===== config.mk =====
export PLATFORM = sky130hd
export DESIGN_NAME = pipelined_adder_tree
export DESIGN_NICKNAME = d
export VERILOG_FILES = /design/src/rtl/adder_tree_pkg.sv /design/src/rtl/adder_tree_level.sv /design/src/rtl/pipelined_adder_tree.sv
export SDC_FILE = /design/constraint.sdc
export NUM_CORES = 1
export LEC_CHECK = 0
export CORE_MARGIN = 5
export CORE_UTILIZATION = 41
export CTS_BUF_LIST = sky130_fd_sc_hd__clkbuf_2 sky130_fd_sc_hd__clkbuf_4 sky130_fd_sc_hd__clkbuf_8
export DETAILED_ROUTE_END_ITERATION = 7
export PLACE_DENSITY_LB_ADDON = 0.1
export RECOVER_POWER = 100
export SYNTH_ARGS = -nofsm -noshare
export SYNTH_HDL_FRONTEND = slang
export SYNTH_SLANG_ARGS = --single-unit

===== constraint.sdc =====
create_clock -name clk -period 28.7 [get_ports clk]
set_clock_uncertainty 0.1 [all_clocks]
set_input_delay 5.74 -clock clk [delete_from_list [all_inputs] [get_ports clk]]
set_output_delay 5.74 -clock clk [all_outputs]
set_load 0.02 [all_outputs]

===== src/rtl/adder_tree_pkg.sv =====
// ============================================================================
// Module : adder_tree_pkg
// Brief  : Width helpers and level-registration predicate for the adder tree.
// Rev    : 1.0
// ============================================================================
`default_nettype none

package adder_tree_pkg;

    function automatic int clog2(input int n);
        int r;
        r = 0;
        for (int v = 1; v < n; v = v << 1) begin
            r++;
        end
        return r;
    endfunction

    function automatic int sum_w(input int adder_width, input int num_inputs);
        return adder_width + clog2(num_inputs);
    endfunction

    function automatic int acc_w(input int adder_width, input int num_inputs, input int acc_bits);
        return sum_w(adder_width, num_inputs) + acc_bits;
    endfunction

    // The last level is always registered so the accumulator sees a clean input.
    function automatic bit is_reg_level(input int k, input int l, input int stride);
        return ((k % stride) == 0) || (k == l);
    endfunction

endpackage

`default_nettype wire


===== src/rtl/adder_tree_level.sv =====
// ============================================================================
// Module : adder_tree_level
// Brief  : One tree level: adds adjacent operand pairs, optionally registered.
// Rev    : 1.0
// ============================================================================
`default_nettype none

module adder_tree_level #(
    parameter int IN_W       = 13,
    parameter int N_PAIRS    = 4,
    parameter int REGISTERED = 1,
    parameter int SIGNED     = 0
) (
    input  logic                           clk,
    input  logic                           rst,
    input  logic                           en,
    input  logic [2*N_PAIRS*IN_W-1:0]      in_vec,
    input  logic                           in_valid,
    input  logic                           in_last,
    output logic [N_PAIRS*(IN_W+1)-1:0]    out_vec,
    output logic                           out_valid,
    output logic                           out_last
);

    localparam int OUT_W = IN_W + 1;

    logic [N_PAIRS*OUT_W-1:0] w_sum;

    for (genvar p = 0; p < N_PAIRS; p++) begin : g_pair
        logic [IN_W-1:0]  w_a;
        logic [IN_W-1:0]  w_b;
        logic [OUT_W-1:0] w_a_ext;
        logic [OUT_W-1:0] w_b_ext;

        assign w_a     = in_vec[(2*p)*IN_W +: IN_W];
        assign w_b     = in_vec[(2*p+1)*IN_W +: IN_W];
        assign w_a_ext = (SIGNED != 0) ? {w_a[IN_W-1], w_a} : {1'b0, w_a};
        assign w_b_ext = (SIGNED != 0) ? {w_b[IN_W-1], w_b} : {1'b0, w_b};
        assign w_sum[p*OUT_W +: OUT_W] = w_a_ext + w_b_ext;
    end

    if (REGISTERED != 0) begin : g_reg
        logic [N_PAIRS*OUT_W-1:0] r_vec;
        logic                     r_valid;
        logic                     r_last;

        always_ff @(posedge clk) begin
            if (rst) begin
                r_valid <= 1'b0;
                r_last  <= 1'b0;
            end else if (en) begin
                r_valid <= in_valid;
                r_last  <= in_last;
            end
        end

        always_ff @(posedge clk) begin
            if (en) begin
                r_vec <= w_sum;
            end
        end

        assign out_vec   = r_vec;
        assign out_valid = r_valid;
        assign out_last  = r_last;
    end else begin : g_comb
        assign out_vec   = w_sum;
        assign out_valid = in_valid;
        assign out_last  = in_last;
    end

endmodule

`default_nettype wire


===== src/rtl/pipelined_adder_tree.sv =====
// ============================================================================
// Module : pipelined_adder_tree
// Brief  : Balanced pipelined adder tree with packet accumulator and handshake.
// Rev    : 1.0
// ============================================================================
`default_nettype none

module pipelined_adder_tree
    import adder_tree_pkg::*;
#(
    parameter  int ADDER_WIDTH = 13,
    parameter  int NUM_INPUTS  = 8,
    parameter  int SIGNED      = 0,
    parameter  int PIPE_STRIDE = 1,
    parameter  int ACC_BITS    = 4,
    localparam int L           = clog2(NUM_INPUTS),
    localparam int SUM_W       = sum_w(ADDER_WIDTH, NUM_INPUTS),
    localparam int ACC_W       = acc_w(ADDER_WIDTH, NUM_INPUTS, ACC_BITS)
) (
    input  logic                              clk,
    input  logic                              rst,
    input  logic [NUM_INPUTS*ADDER_WIDTH-1:0] in_data,
    input  logic                              in_valid,
    input  logic                              in_last,
    output logic                              in_ready,
    output logic [ACC_W-1:0]                  out_data,
    output logic                              out_ovf,
    output logic                              out_valid,
    input  logic                              out_ready
);

    logic                              w_en;
    logic [NUM_INPUTS*ADDER_WIDTH-1:0] r_s0_data;
    logic                              r_s0_valid;
    logic                              r_s0_last;

    logic [SUM_W-1:0]                  w_tree_sum;
    logic                              w_tree_valid;
    logic                              w_tree_last;
    logic [ACC_W-1:0]                  w_tree_ext;
    logic [ACC_W:0]                    w_sum_full;
    logic [ACC_W-1:0]                  w_s;
    logic                              w_s_ovf;

    logic [ACC_W-1:0]                  r_acc;
    logic                              r_ovf_q;
    logic [ACC_W-1:0]                  r_out_data;
    logic                              r_out_ovf;
    logic                              r_out_valid;

    // One enable for the whole pipe: everything freezes while a result waits.
    assign w_en     = !r_out_valid || out_ready;
    assign in_ready = w_en;

    always_ff @(posedge clk) begin
        if (rst) begin
            r_s0_valid <= 1'b0;
            r_s0_last  <= 1'b0;
        end else if (w_en) begin
            r_s0_valid <= in_valid;
            r_s0_last  <= in_last;
        end
    end

    always_ff @(posedge clk) begin
        if (w_en) begin
            r_s0_data <= in_data;
        end
    end

    for (genvar k = 1; k <= L; k++) begin : g_level
        localparam int IN_W    = ADDER_WIDTH + k - 1;
        localparam int N_PAIRS = NUM_INPUTS >> k;

        logic [2*N_PAIRS*IN_W-1:0]   w_in_vec;
        logic                        w_in_valid;
        logic                        w_in_last;
        logic [N_PAIRS*(IN_W+1)-1:0] w_out_vec;
        logic                        w_out_valid;
        logic                        w_out_last;

        if (k == 1) begin : g_first
            assign w_in_vec   = r_s0_data;
            assign w_in_valid = r_s0_valid;
            assign w_in_last  = r_s0_last;
        end else begin : g_chain
            assign w_in_vec   = g_level[k-1].w_out_vec;
            assign w_in_valid = g_level[k-1].w_out_valid;
            assign w_in_last  = g_level[k-1].w_out_last;
        end

        adder_tree_level #(
            .IN_W       (IN_W),
            .N_PAIRS    (N_PAIRS),
            .REGISTERED (int'(is_reg_level(k, L, PIPE_STRIDE))),
            .SIGNED     (SIGNED)
        ) u_level (
            .clk       (clk),
            .rst       (rst),
            .en        (w_en),
            .in_vec    (w_in_vec),
            .in_valid  (w_in_valid),
            .in_last   (w_in_last),
            .out_vec   (w_out_vec),
            .out_valid (w_out_valid),
            .out_last  (w_out_last)
        );
    end

    assign w_tree_sum   = g_level[L].w_out_vec;
    assign w_tree_valid = g_level[L].w_out_valid;
    assign w_tree_last  = g_level[L].w_out_last;

    always_comb begin
        if (SIGNED != 0) begin
            w_tree_ext = ACC_W'($signed(w_tree_sum));
        end else begin
            w_tree_ext = ACC_W'(w_tree_sum);
        end
        w_sum_full = {1'b0, r_acc} + {1'b0, w_tree_ext};
        w_s        = w_sum_full[ACC_W-1:0];
        if (SIGNED != 0) begin
            w_s_ovf = (r_acc[ACC_W-1] == w_tree_ext[ACC_W-1]) && (w_s[ACC_W-1] != r_acc[ACC_W-1]);
        end else begin
            w_s_ovf = w_sum_full[ACC_W];
        end
    end

    always_ff @(posedge clk) begin
        if (rst) begin
            r_acc       <= '0;
            r_ovf_q     <= 1'b0;
            r_out_data  <= '0;
            r_out_ovf   <= 1'b0;
            r_out_valid <= 1'b0;
        end else if (w_en) begin
            if (w_tree_valid && w_tree_last) begin
                r_out_data  <= w_s;
                r_out_ovf   <= r_ovf_q | w_s_ovf;
                r_out_valid <= 1'b1;
                r_acc       <= '0;
                r_ovf_q     <= 1'b0;
            end else begin
                r_out_valid <= 1'b0;
                if (w_tree_valid) begin
                    r_acc   <= w_s;
                    r_ovf_q <= r_ovf_q | w_s_ovf;
                end
            end
        end
    end

    assign out_data  = r_out_data;
    assign out_ovf   = r_out_ovf;
    assign out_valid = r_out_valid;

endmodule

`default_nettype wire


==> flow_summary.json <==
{
  "avgRoutedWirePerCell_um": 14.2,
  "die_height_um": 185,
  "globalRouteOverflowTotal": 0,
  "dr_total_vias": 8092,
  "place_congestion": 0.784,
  "postSynthNetCount": 1246,
  "critical_path_class": "in -> reg",
  "synthTopCellsByArea": "sky130_fd_sc_hd__edfxtp_1 49%, sky130_fd_sc_hd__ha_1 11%, sky130_fd_sc_hd__dfxtp_1 8.1%",
  "violations": "capacitance limit, slew limit",
  "transition_at_the_pin_with_the_smallest_max_transition_slack_ns": 8.91,
  "largest_net_degree_at_the_start_of_global_routing": 172,
  "cts-root-to-sink-buffers": 3,
  "sw_frac_of_total_pct": 29.5,
  "area_of_the_multi_input_gates_um2": 5170,
  "worst_slew_margin_rel_pct": -494,
  "max_clock_freq_mhz": 58.6,
  "seq_area_frac_synth_pct": 57.4,
  "clockRootBuffer": "sky130_fd_sc_hd__clkbuf_8",
  "clock_sinks": 257,
  "h-tree-depth": 2,
  "p_switching_mw": 0.352,
  "io_buffers": 131,
  "cts_setup_buffers": 0,
  "synth_enable_flop_cells": 206,
  "tritoncts_clock_tree": "done",
  "drive_above_1_share_pct": 6.98,
  "type_of_the_tightest_min_delay_check": "reg -> reg",
  "yosysWarnings": 0,
  "netlist-cell-type-count": 64,
  "finalSetupTns_ns": 0,
  "grt_pass1_vias": 8021,
  "final-setup-viol-count": 0,
  "start_util_pct": 41.3,
  "post_drt_via_cell_ratio": 5.01,
  "hold-worst-slack_ns": 0.350,
  "data_arrival_time_of_the_critical_path_ns": 17.43,
  "layout-area-overhead-vs-synth_pct": 20.9,
  "grt_setup_unrepaired": "no",
  "worst_setup_ep_type": "register",
  "synth_flop_cell": "sky130_fd_sc_hd__edfxtp_1",
  "holdBufCountCts": 0,
  "timing.critical_path.fanout_max": 171,
  "async_reset_ff_share_pct": 0,
  "cell_accounting_for_the_most_synthesized_area": "sky130_fd_sc_hd__edfxtp_1",
  "design.die.area_um2": 34200,
  "p_total_mw": 1.19,
  "min_period_over_period_pct": 59.4,
  "overall_routed_net_length_um": 23000,
  "placeableCoreArea_um2": 30400,
  "pwr-share-comb_pct": 29.0,
  "total_grt_usage_pct": 13.4,
  "postCtsResizedCells": 0,
  "power.share.sequential_pct": 43.2,
  "timing_max_transition_violations_final": 237,
  "postRouteAntennaNets": 0,
  "avgSynthCellArea_um2": 12.3,
  "ys_ff_latch": 257,
  "placement_rows": 64,
  "clkSlewWorstSetupHoldPaths_ns": 0.05,
  "grt_antenna_before_repair": 0,
  "vdd.ir_drop.worst_mv": 0.0365,
  "design_area_um2": 15200,
  "power_density_nw_per_um2": 78.4,
  "die_width_um": 185,
  "dr.first_iter.drc_count": 374,
  "design.final.nets": 1412,
  "p_int_mw": 0.839,
  "post-route-drc-count": 0,
  "synthesized_instance_count": 1018,
  "mappedNetlistArea_um2": 12600,
  "period_minus_slack_ns": 17.06,
  "leakage_nw": 6.05,
  "yosysTopAreaCellShare_pct": 49.2,
  "power.clock.fraction_pct": 27.9,
  "worst_ep_required_time_ns": 29.07,
  "seqCellArea_um2": 7210,
  "worstSetupStartpointType": "input pin",
  "ioPinCount": 132,
  "num_antenna_cells": 0,
  "cts_bufs_inserted": 46,
  "clk-insertion-delay-late_ns": 0.54,
  "fillers": 2764,
  "hold_viol_final": 0,
  "cap_violations": 2,
  "cell_area_reported_after_detailed_placement_um2": 14300,
  "hpwlAfterDp_um": 16400,
  "grt_first_pass_wirelength_um": 38000,
  "first_pass_iters": 4,
  "run_status": "finished with violations"
}
-- kinds of logic (layout without fill, tap and decap cells) --
group / Yosys count / count (layout) / share of synthesized area, %
AND/OR/NAND/NOR: 262 / 262 / 9.40
flip-flops: 257 / 257 / 57.4
AO/OA/AOI/OAI: 247 / 247 / 13.0
adder cells (fa/ha/maj): 119 / 119 / 12.3
XOR/XNOR: 94 / 94 / 6.55
buffers and inverters: 39 / 239 / 1.41
-- power by group through the flow --
stage          Clock [mW]  Combinational, mW  Sequential, mW
2_1_floorplan           0              0.277           0.509
3_3_place_gp            0              0.349           0.523
3_5_place_dp            0              0.351           0.523
4_1_cts             0.347              0.353           0.516
5_1_grt             0.365              0.392           0.520
6_report            0.332              0.345           0.514
-- cell usage after synthesis, drive strengths merged (9+ instances only) --
cell and count:
o21a 19, nor3 26, a211oi 10, inv 24, xor2 26, dfxtp 51, edfxtp 206, a21o 21
a22oi 9, o21ai 34, nand2 91, xnor2 68, nand3 13, a21oi 89, nor2 80, nor2b 13
ha 111, clkbuf 10
-- path summary, 6_finish.rpt --
kind / startpoint / endpoint / slack (ns) / cells after the start
min reg2reg: out_data[5]$_SDFFE_PP0P_ / out_data[5]$_SDFFE_PP0P_ / 0.35 / 2
max reg2reg: out_valid$_SDFFE_PP0N_ / r_acc[8]$_SDFFE_PP0P_ / 16.97 / 7
max: out_ready / r_acc[8]$_SDFFE_PP0P_ / 11.64 / 8
min: out_data[5]$_SDFFE_PP0P_ / out_data[5]$_SDFFE_PP0P_ / 0.35 / 2
-- registers in the layout, indices dropped and copies added (netlist names) --
signal                     count
g_level.u_level.out_last       3
g_level.u_level.out_valid      3
g_level.u_level.out_vec      102
g_level.w_in_last              1
g_level.w_in_valid             1
g_level.w_in_vec             104
out_data                      20
out_ovf                        1
out_valid                      1
r_acc                         20
r_ovf_q                        1
-- final cells by class --
cell class | count | share of cell area (%)
Clock buffer | 67 | 5.29
Inverter | 24 | 0.601
Clock inverter | 15 | 0.643
Timing Repair Buffer | 133 | 8.71
Multi-Input combinational cell | 722 | 34.0
Tap cell | 396 | 3.26
Sequential cell | 257 | 47.5
-- critical path: stages --
cell	delay (ns)
sky130_fd_sc_hd__dlygate4sd3_1	0.52
sky130_fd_sc_hd__nor2b_1	0.13
sky130_fd_sc_hd__clkinvlp_2	1.28
sky130_fd_sc_hd__clkbuf_1	6.22
sky130_fd_sc_hd__nand2_1	2.26
sky130_fd_sc_hd__nor2_1	0.97
sky130_fd_sc_hd__a22oi_1	0.14
sky130_fd_sc_hd__nor2_1	0.12
-- per-layer routing --
layer / part of all wire, % / wire (um) / vias up / track usage [%]
met5: 0 / 0 / - / 0
met4: 2.0 / 462 / 0 / 3.76
met2: 45 / 10300 / 178 / 21.0
met3: 5.6 / 1280 / 37 / 3.08
met1: 48 / 10900 / 3735 / 18.9
li1: - / - / 4142 / -
-- per-stage QoR --
step / instances / setup WS, ns / utilization [%]
floorplan: 1018 / 10.93 / -
global placement: 1532 / 15.09 / 47.1
detailed placement: 1532 / 15.07 / 47.1
CTS: 1614 / 15.05 / 50.0
global route: 1614 / 9.84 / 49.9
finish: 1614 / 11.64 / 49.9
-- cell usage in the layout, fill, tap and decap left out, drive strengths merged, types with 5 or more instances in the layout --
master       instances
a21oi               89
fa                   8
edfxtp             206
nand2               91
a311oi               6
nand3               13
a21o                21
o21ai               34
and3                 7
dlygate4sd3        128
dfxtp               51
nor2                80
o211ai               8
o21a                19
clkbuf              68
a31oi                8
nor2b               13
nor3                26
xnor2               68
or3                  7
inv                 25
clkinv              12
a211oi              10
o21bai               7
a22oi                9
xor2                26
nand2b               5
ha                 111
o41ai                5
and2                 8
a22o                 7
Power figures use the tool's default switching activity.
